## src/rtl/broadcast_queue.sv

```systemverilog
// Result broadcast queue: accepts up to NUM_FU results per cycle into a FIFO
// and drains one result per cycle onto the common data bus.
module broadcast_queue #(
    parameter int DATA_WIDTH = 32,
    parameter int TAG_WIDTH  = 7,
    parameter int NUM_FU     = 4,
    parameter int DEPTH      = 8
) (
    input  logic                         clk,
    input  logic                         rst,
    input  logic                         flush,
    input  logic [NUM_FU-1:0]            fu_done,
    input  logic [NUM_FU*TAG_WIDTH-1:0]  fu_tag,
    input  logic [NUM_FU*DATA_WIDTH-1:0] fu_result,
    output logic [NUM_FU-1:0]            fu_queued,
    output logic                         cdb_valid,
    output logic [TAG_WIDTH-1:0]         cdb_tag,
    output logic [DATA_WIDTH-1:0]        cdb_data,
    output logic [$clog2(DEPTH):0]       count,
    output logic                         full,
    output logic                         empty
);

    localparam int AW = $clog2(DEPTH);
    localparam int CW = AW + 1;
    localparam logic [CW-1:0] DEPTH_C = CW'(DEPTH);

    logic [TAG_WIDTH-1:0]  r_tag_mem  [DEPTH];
    logic [DATA_WIDTH-1:0] r_data_mem [DEPTH];
    logic [AW-1:0]         r_wr_ptr;
    logic [AW-1:0]         r_rd_ptr;
    logic [CW-1:0]         r_count;
    logic                  r_cdb_valid;
    logic [TAG_WIDTH-1:0]  r_cdb_tag;
    logic [DATA_WIDTH-1:0] r_cdb_data;

    logic [CW-1:0]         w_free;
    logic [CW-1:0]         w_gcnt;
    logic [NUM_FU-1:0]     w_queued;
    logic [AW-1:0]         w_slot [NUM_FU];
    logic                  w_pop;

    // Space is judged on registered occupancy only, so grants never depend on the drain.
    assign w_free = DEPTH_C - r_count;
    assign w_pop  = (r_count != '0) && !flush;

    always_comb begin
        logic [CW-1:0] acc;
        acc      = '0;
        w_queued = '0;
        for (int i = 0; i < NUM_FU; i++) begin
            w_slot[i] = r_wr_ptr + acc[AW-1:0];
            if (fu_done[i] && !flush && rst && (acc < w_free)) begin
                w_queued[i] = 1'b1;
                acc         = acc + 1'b1;
            end
        end
        w_gcnt = acc;
    end

    always_ff @(posedge clk) begin
        for (int i = 0; i < NUM_FU; i++) begin
            if (w_queued[i]) begin
                r_tag_mem[w_slot[i]]  <= fu_tag[i*TAG_WIDTH +: TAG_WIDTH];
                r_data_mem[w_slot[i]] <= fu_result[i*DATA_WIDTH +: DATA_WIDTH];
            end
        end
    end

    always_ff @(posedge clk or negedge rst) begin
        if (!rst) begin
            r_wr_ptr    <= '0;
            r_rd_ptr    <= '0;
            r_count     <= '0;
            r_cdb_valid <= 1'b0;
            r_cdb_tag   <= '0;
            r_cdb_data  <= '0;
        end else if (flush) begin
            r_wr_ptr    <= '0;
            r_rd_ptr    <= '0;
            r_count     <= '0;
            r_cdb_valid <= 1'b0;
        end else begin
            r_wr_ptr    <= r_wr_ptr + w_gcnt[AW-1:0];
            r_rd_ptr    <= r_rd_ptr + AW'(w_pop);
            r_count     <= r_count + w_gcnt - CW'(w_pop);
            r_cdb_valid <= w_pop;
            if (w_pop) begin
                r_cdb_tag  <= r_tag_mem[r_rd_ptr];
                r_cdb_data <= r_data_mem[r_rd_ptr];
            end
        end
    end

    assign fu_queued = w_queued;
    assign cdb_valid = r_cdb_valid;
    assign cdb_tag   = r_cdb_tag;
    assign cdb_data  = r_cdb_data;
    assign count     = r_count;
    assign full      = (r_count == DEPTH_C);
    assign empty     = (r_count == '0);

endmodule
```

## config.mk

```make
export PLATFORM = sky130hd
export DESIGN_NAME = broadcast_queue
export DESIGN_NICKNAME = d
export VERILOG_FILES = /design/src/rtl/broadcast_queue.sv
export SDC_FILE = /design/constraint.sdc
export NUM_CORES = 1
export LEC_CHECK = 0
export CAP_MARGIN = 20
export CORE_ASPECT_RATIO = 1.5
export CORE_MARGIN = 2
export CORE_UTILIZATION = 40
export CTS_CLUSTER_SIZE = 16
export DETAILED_ROUTE_END_ITERATION = 12
export HOLD_SLACK_MARGIN = 0.03
export PLACE_DENSITY_LB_ADDON = 0.12
export SYNTH_ARGS = -nofsm -noshare
export SYNTH_HDL_FRONTEND = slang
export SYNTH_SLANG_ARGS = --single-unit
```

## constraint.sdc

```tcl
create_clock -name clk -period 6.45 [get_ports clk]
set_clock_uncertainty 0.05 [all_clocks]
set_input_delay 1.29 -clock clk [delete_from_list [all_inputs] [get_ports clk]]
set_output_delay 1.29 -clock clk [all_outputs]
set_load 0.01 [all_outputs]
```

== After elaboration in Yosys (flattened, before gate mapping) ==
Memory sizes are Yosys's and may differ from the RTL's. A register that Yosys moved wholly into a read port is not among the register bits.
Cells that the tools add are included.

* Register bits after elaboration: 11
* Output and inout bits: 50
* RAM bits: 312
* Memories: 2
* Word-level logic and storage cells: 62

{| class="wikitable"
|+ Memory list
! name !! depth !! width !! read ports !! clocked after memory_dff !! write ports !! line !! source
|-
| r_data_mem || 8 || 32 || 1 || 1 || 4 || 29 || <nowiki>logic [DATA_WIDTH-1:0] r_data_mem [DEPTH];</nowiki>
|-
| r_tag_mem || 8 || 7 || 1 || 1 || 4 || 28 || <nowiki>logic [TAG_WIDTH-1:0] r_tag_mem [DEPTH];</nowiki>
|}

* Reduce and logical (&&, ||, !) cells: 19
* Mux-type cells: 20
* Equality and inequality tests: 1
* $lt $le $gt $ge: 4
* Bitwise logic cells: 1
* $add $sub $neg: 11

{| class="wikitable"
|+ Operators by type and width
! cell !! number
|-
| 2-to-1 mux 4 bit || 4
|-
| 2-to-1 mux 1 bit || 14
|-
| logical AND 1 bit || 13
|-
| adder 3 bit || 4
|-
| adder 4 x 1 -> 4 bit, second input constant || 3
|-
| < comparator 4 bit || 3
|-
| 2-to-1 mux 3 bit || 2
|-
| adder 4 bit || 1
|-
| == test 4 bit, second input constant || 1
|-
| zero test 4 bit || 1
|-
| < comparator 1 x 4 -> 1 bit, first input constant || 1
|-
| nonzero test 4 bit || 1
|-
| subtractor 4 x 1 -> 4 bit || 1
|-
| subtractor 4 bit, first input constant || 1
|-
| adder 3 x 1 -> 3 bit || 1
|-
| zero test 1 bit || 3
|-
| AND reduction 2 bit || 1
|-
| inverter 1 bit || 1
|}

== Longest topological paths before layout ==
* Word-level depth: 17
* Mapped depth: 28
* Gate-level depth less buffers: 26

== Least setup slack after synthesis ==
No wires, ideal clock.

* Kind: input port to flip-flop
* From: in flush
* To: mem r_data_mem[5][0] (enable)
* Path buffers: 2
* Library setup time: 736 ps
* Slack: -748 ps
* Stages: 21
* Required time: 5664 ps
* Arrival time: 6412 ps
* Path through: and3b_1 a21boi_0 a21boi_2 nor2_1 inv_1 ha_1 xnor2_1 a22oi_1 buf_2 nor2_1 nor2_1 xnor2_1 inv_1 ha_1 inv_1 fa_1 xor2_1 xor2_4 nand4_4 buf_6 o2111ai_1

{| class="wikitable"
|+ RTL lines
! element !! line !! source
|-
| start, declared || 11 || <nowiki>input logic flush,</nowiki>
|-
| end, declared || 29 ||
|}

== Final worst setup path ==
* From: in flush
* To: out fu_queued[3]

* Cells in the longest elaborated chain, start to end: 14

{| class="wikitable"
|+ RTL lines
! element !! line !! source
|-
| zero test 1 bit (*) || 53 || <nowiki>if (fu_done[i] && !flush && rst && (acc < w_free)) begin</nowiki>
|-
| logical AND 1 bit (3 in series) || 53 ||
|-
| 2-to-1 mux 1 bit || 53 ||
|-
| < comparator 4 bit || 53 ||
|-
| logical AND 1 bit || 53 ||
|-
| 2-to-1 mux 4 bit || 53 ||
|-
| < comparator 4 bit || 53 ||
|-
| logical AND 1 bit || 53 ||
|-
| 2-to-1 mux 4 bit || 53 ||
|-
| < comparator 4 bit || 53 ||
|-
| logical AND 1 bit (*) || 53 ||
|-
| 2-to-1 mux 1 bit (*) || 53 ||
|-
| end, declared || 15 || <nowiki>output logic [NUM_FU-1:0] fu_queued,</nowiki>
|}

Every way passes the cells marked *; elsewhere a longest branch is shown, timed or not.

==> run_results.csv <==
group,metric,value,unit
status,status,"completed",
clock_tree,path_clk_slew,60,ps
timing,fmax,166,MHz
global_route,grt_pass1_vias,20500,
logic_synthesis,synth-seq-area-share,42.2,%
clock_tree,cts_buffer_depth,3,
detailed_routing,routedWlPerCell,27.3,um
clock_tree,cts_resized,0,
detailed_routing,vias_per_cell,5.97,
clock_tree,clock_latency,570,ps
timing,fin_setup_tns,0,ps
finish,finalNetCount,2730,
detailed_routing,dr.first_iter.drc_count,1841,
timing,grt_setup_unrepaired,"no",
place,gp_congestion,0.886,
place,hpwl,57700,um
clock_tree,cts_root_buffer,"clkbuf_16",
pwr,vdd_ir_drop_max,0.000208,V
clock_tree,htree_levels,2,
worst_setup_path,arrival,4690,ps
clock_tree,cts_hold_buf,0,
worst_setup_path,crit_path_start_kind,"input pin",
floorplan,num_rows,112,
global_route,gr-total-overflow,0,
clock_tree,clock_sinks,362,
logic_synthesis,muxShareOfSynthArea,27.7,%
floorplan,fp.coreArea,0.0622,sq mm
worst_setup_path,cp-end-kind,"primary output",
global_route,grt_max_degree,55,
floorplan,dieArea,0.0650,sq mm
logic_synthesis,syn_nets,2688,
pwr,cellLeakagePower,10.5,nW
timing,setup_viol,0,
floorplan,ioPinCount,213,
logic_synthesis,synth_top_family_by_area,"multiplexers",
floorplan,die_w,209,um
detailed_routing,drtPass1Iterations,6,
clock_tree,post_cts_buffers,0,
timing,fin_crit,6030,ps
pwr,power_density,321,mW/mm^2
timing,slew_violations,0,
timing,hold_violations,0,
detailed_routing,wl,92200,um
detailed_routing,vias,20200,
floorplan,fp.dieH,311,um
logic_synthesis,syn-mean-instance-area,10.1,sq um
worst_setup_path,cp.required,5110,ps
logic_synthesis,syn_area,0.0252,sq mm
logic_synthesis,synth-seq-cells,362,
logic_synthesis,yosysUniqueCellTypes,53,
timing,tightest_slew,1130,ps
finish,num-fill-cells,5722,
timing,post-route-period-util,93.5,%
hold_path,hp-class,"register to register",
global_route,track_usage,28.0,%
finish,seq_area,0.0106,sq mm
logic_synthesis,yosys_warnings,0,
timing,relSlewSlack,24.7,%
place,io_buffers,212,
global_route,antenna_found_initial,6,
finish,fin_area,0.0297,sq mm
logic_synthesis,synthXorXnorAreaFrac,0.765,%
detailed_routing,drc,0,
clock_tree,cts_made_buffers,41,
floorplan,start_util,40.5,%
clock_tree,tritoncts,"yes",
finish,drive_gt1_share,20.9,%
finish,area_growth,17.8,%
logic_synthesis,synth-adder-area-share,1.28,%
pwr,finalPower,0.00952,W
logic_synthesis,synth_compound_area_share,9.35,%
worst_setup_path,worstSetupPathType,"input pin to primary output",
logic_synthesis,synth_cells,2501,
logic_synthesis,synth-simple-area-share,13.0,%
place,post_dp_cell_area,0.0282,sq mm
detailed_routing,antenna_left,0,
global_route,grt_pass1_wl,135000,um
run,cap_violations,0,
finish,multiInputGateArea,0.0135,sq mm
worst_setup_path,crit_fanout,3,
-- logic make-up after synthesis --
logic type | after synthesis
buf+inv | 321
flops | 362
simple gates | 824
mux | 546
xor+xnor | 19
fa+ha+maj | 24
compound gates | 405
-- report_power, final --
group / switching, W / total, W / internal (W)
logic: 0.00202 / 0.00368 / 0.00166
registers: 0.000257 / 0.00339 / 0.00313
clock network: 0.00101 / 0.00245 / 0.00144
-- sequential cells by signal, indices dropped and copies added (netlist names) --
name / count
cdb_data: 32
r_tag_mem: 56
r_rd_ptr: 3
r_data_mem: 256
count: 4
cdb_tag: 7
cdb_valid: 1
r_wr_ptr: 3
-- worst max-delay path: stages --
cell and delay (ps):
clkdlybuf4s50_1 500, and3b_1 230, a21boi_2 180, a21boi_4 170
nor2_4 140, inv_2 50, ha_1 230, xnor2_1 180
a22oi_2 200, nor2_1 70, nor2_2 160, mux2i_2 260
ha_1 260, o32a_1 170, o211ai_1 160, and3_2 240
dlymetal6s2s_1 190
-- worst paths after layout --
check / startpoint / end / slack [ps] / depth (start not counted)
setup / recovery: flush / fu_queued[3] / 420 / 17
hold / removal: cdb_data[19] / cdb_data[19] / 480 / 2
setup reg to reg: count[0] / r_data_mem[5][11] / 740 / 23
hold reg to reg: cdb_data[19] / cdb_data[19] / 480 / 2
max in group asynchronous: rst / r_rd_ptr[0] / 4680 / 2
min in group asynchronous: rst / cdb_data[24] / 960 / 2
-- area by class of cell --
class                      count  area share, %
inverter                      19          0.241
sequential                   362           35.8
tap                          798           3.37
clock buffer                  54           3.97
multi-input combinational   1818           45.5
antenna                        5         0.0422
clock inverter                21          0.700
timing repair buffer         301           10.3
-- layout by cell type (no fill, tap or decap), types with 6 or more instances in the layout --
cell and instances:
nand2_1 394, nor2_1 374, edfxtp_1 312, clkdlybuf4s50_1 210, mux2_2 209, a31oi_1 202, a21oi_1 158, mux2i_1 154
mux4_2 78, buf_4 70, mux2_1 65, dfrtp_1 47, clkbuf_16 43, mux2_4 39, ha_1 20, inv_1 18
buf_12 18, o21ai_4 14, xnor2_1 11, nor2b_1 9, nand3_2 9, clkinv_2 9, nand2b_1 7, nor3_1 7
a21boi_4 6, clkbuf_8 6
-- synth_stat cells, drive strengths merged --
master / number / area [sq um]
mux2i: 155 / 1550
a21boi: 7 / 56.3
o32a: 1 / 10.0
a21oi: 161 / 806
nor2: 377 / 1420
nand2: 394 / 1480
and3: 1 / 7.51
o22ai: 1 / 6.26
a22oi: 2 / 15.0
and3b: 2 / 17.5
nand3b: 1 / 7.51
mux4: 78 / 1760
edfxtp: 312 / 9370
buf: 116 / 659
nor4: 2 / 12.5
mux2: 313 / 3670
xor2: 6 / 71.3
nand3: 16 / 128
nor4b: 1 / 15.0
ha: 21 / 263
nand4b: 1 / 8.76
nand4: 6 / 52.6
nor2b: 9 / 56.3
nand2b: 7 / 43.8
dfrtp: 50 / 1250
o21ai: 23 / 134
o2111ai: 1 / 8.76
inv: 19 / 71.3
fa: 3 / 60.1
a21o: 2 / 15.0
a211oi: 1 / 7.51
clkbuf: 186 / 698
xnor2: 13 / 121
o21a: 2 / 15.0
o211ai: 1 / 7.51
a22o: 1 / 8.76
a31oi: 202 / 1260
nor3: 7 / 35.0
-- per-stage QoR --
step	std cells	hold slack, ps	utilization (%)	setup slack [ps]
after detailed placement	3298	473	45.4	29.0
after global placement	3295	463	45.3	35.7
after global routing	3378	506	47.7	179
after CTS	3373	486	47.6	7.00
after floorplan	2501	514	-	7.20
final	3378	478	47.7	421
-- per-layer routing --
layer	up-vias	GRT usage (%)	share of wire, %	wire length, um
met3	244	3.54	6.0	5500
met5	-	0	0.014	13
li1	9067	-	-	-
met4	2	13.3	4.4	4070
met1	10000	33.5	39	35700
met2	852	49.7	51	46900
(Power assumes the default switching activity.)
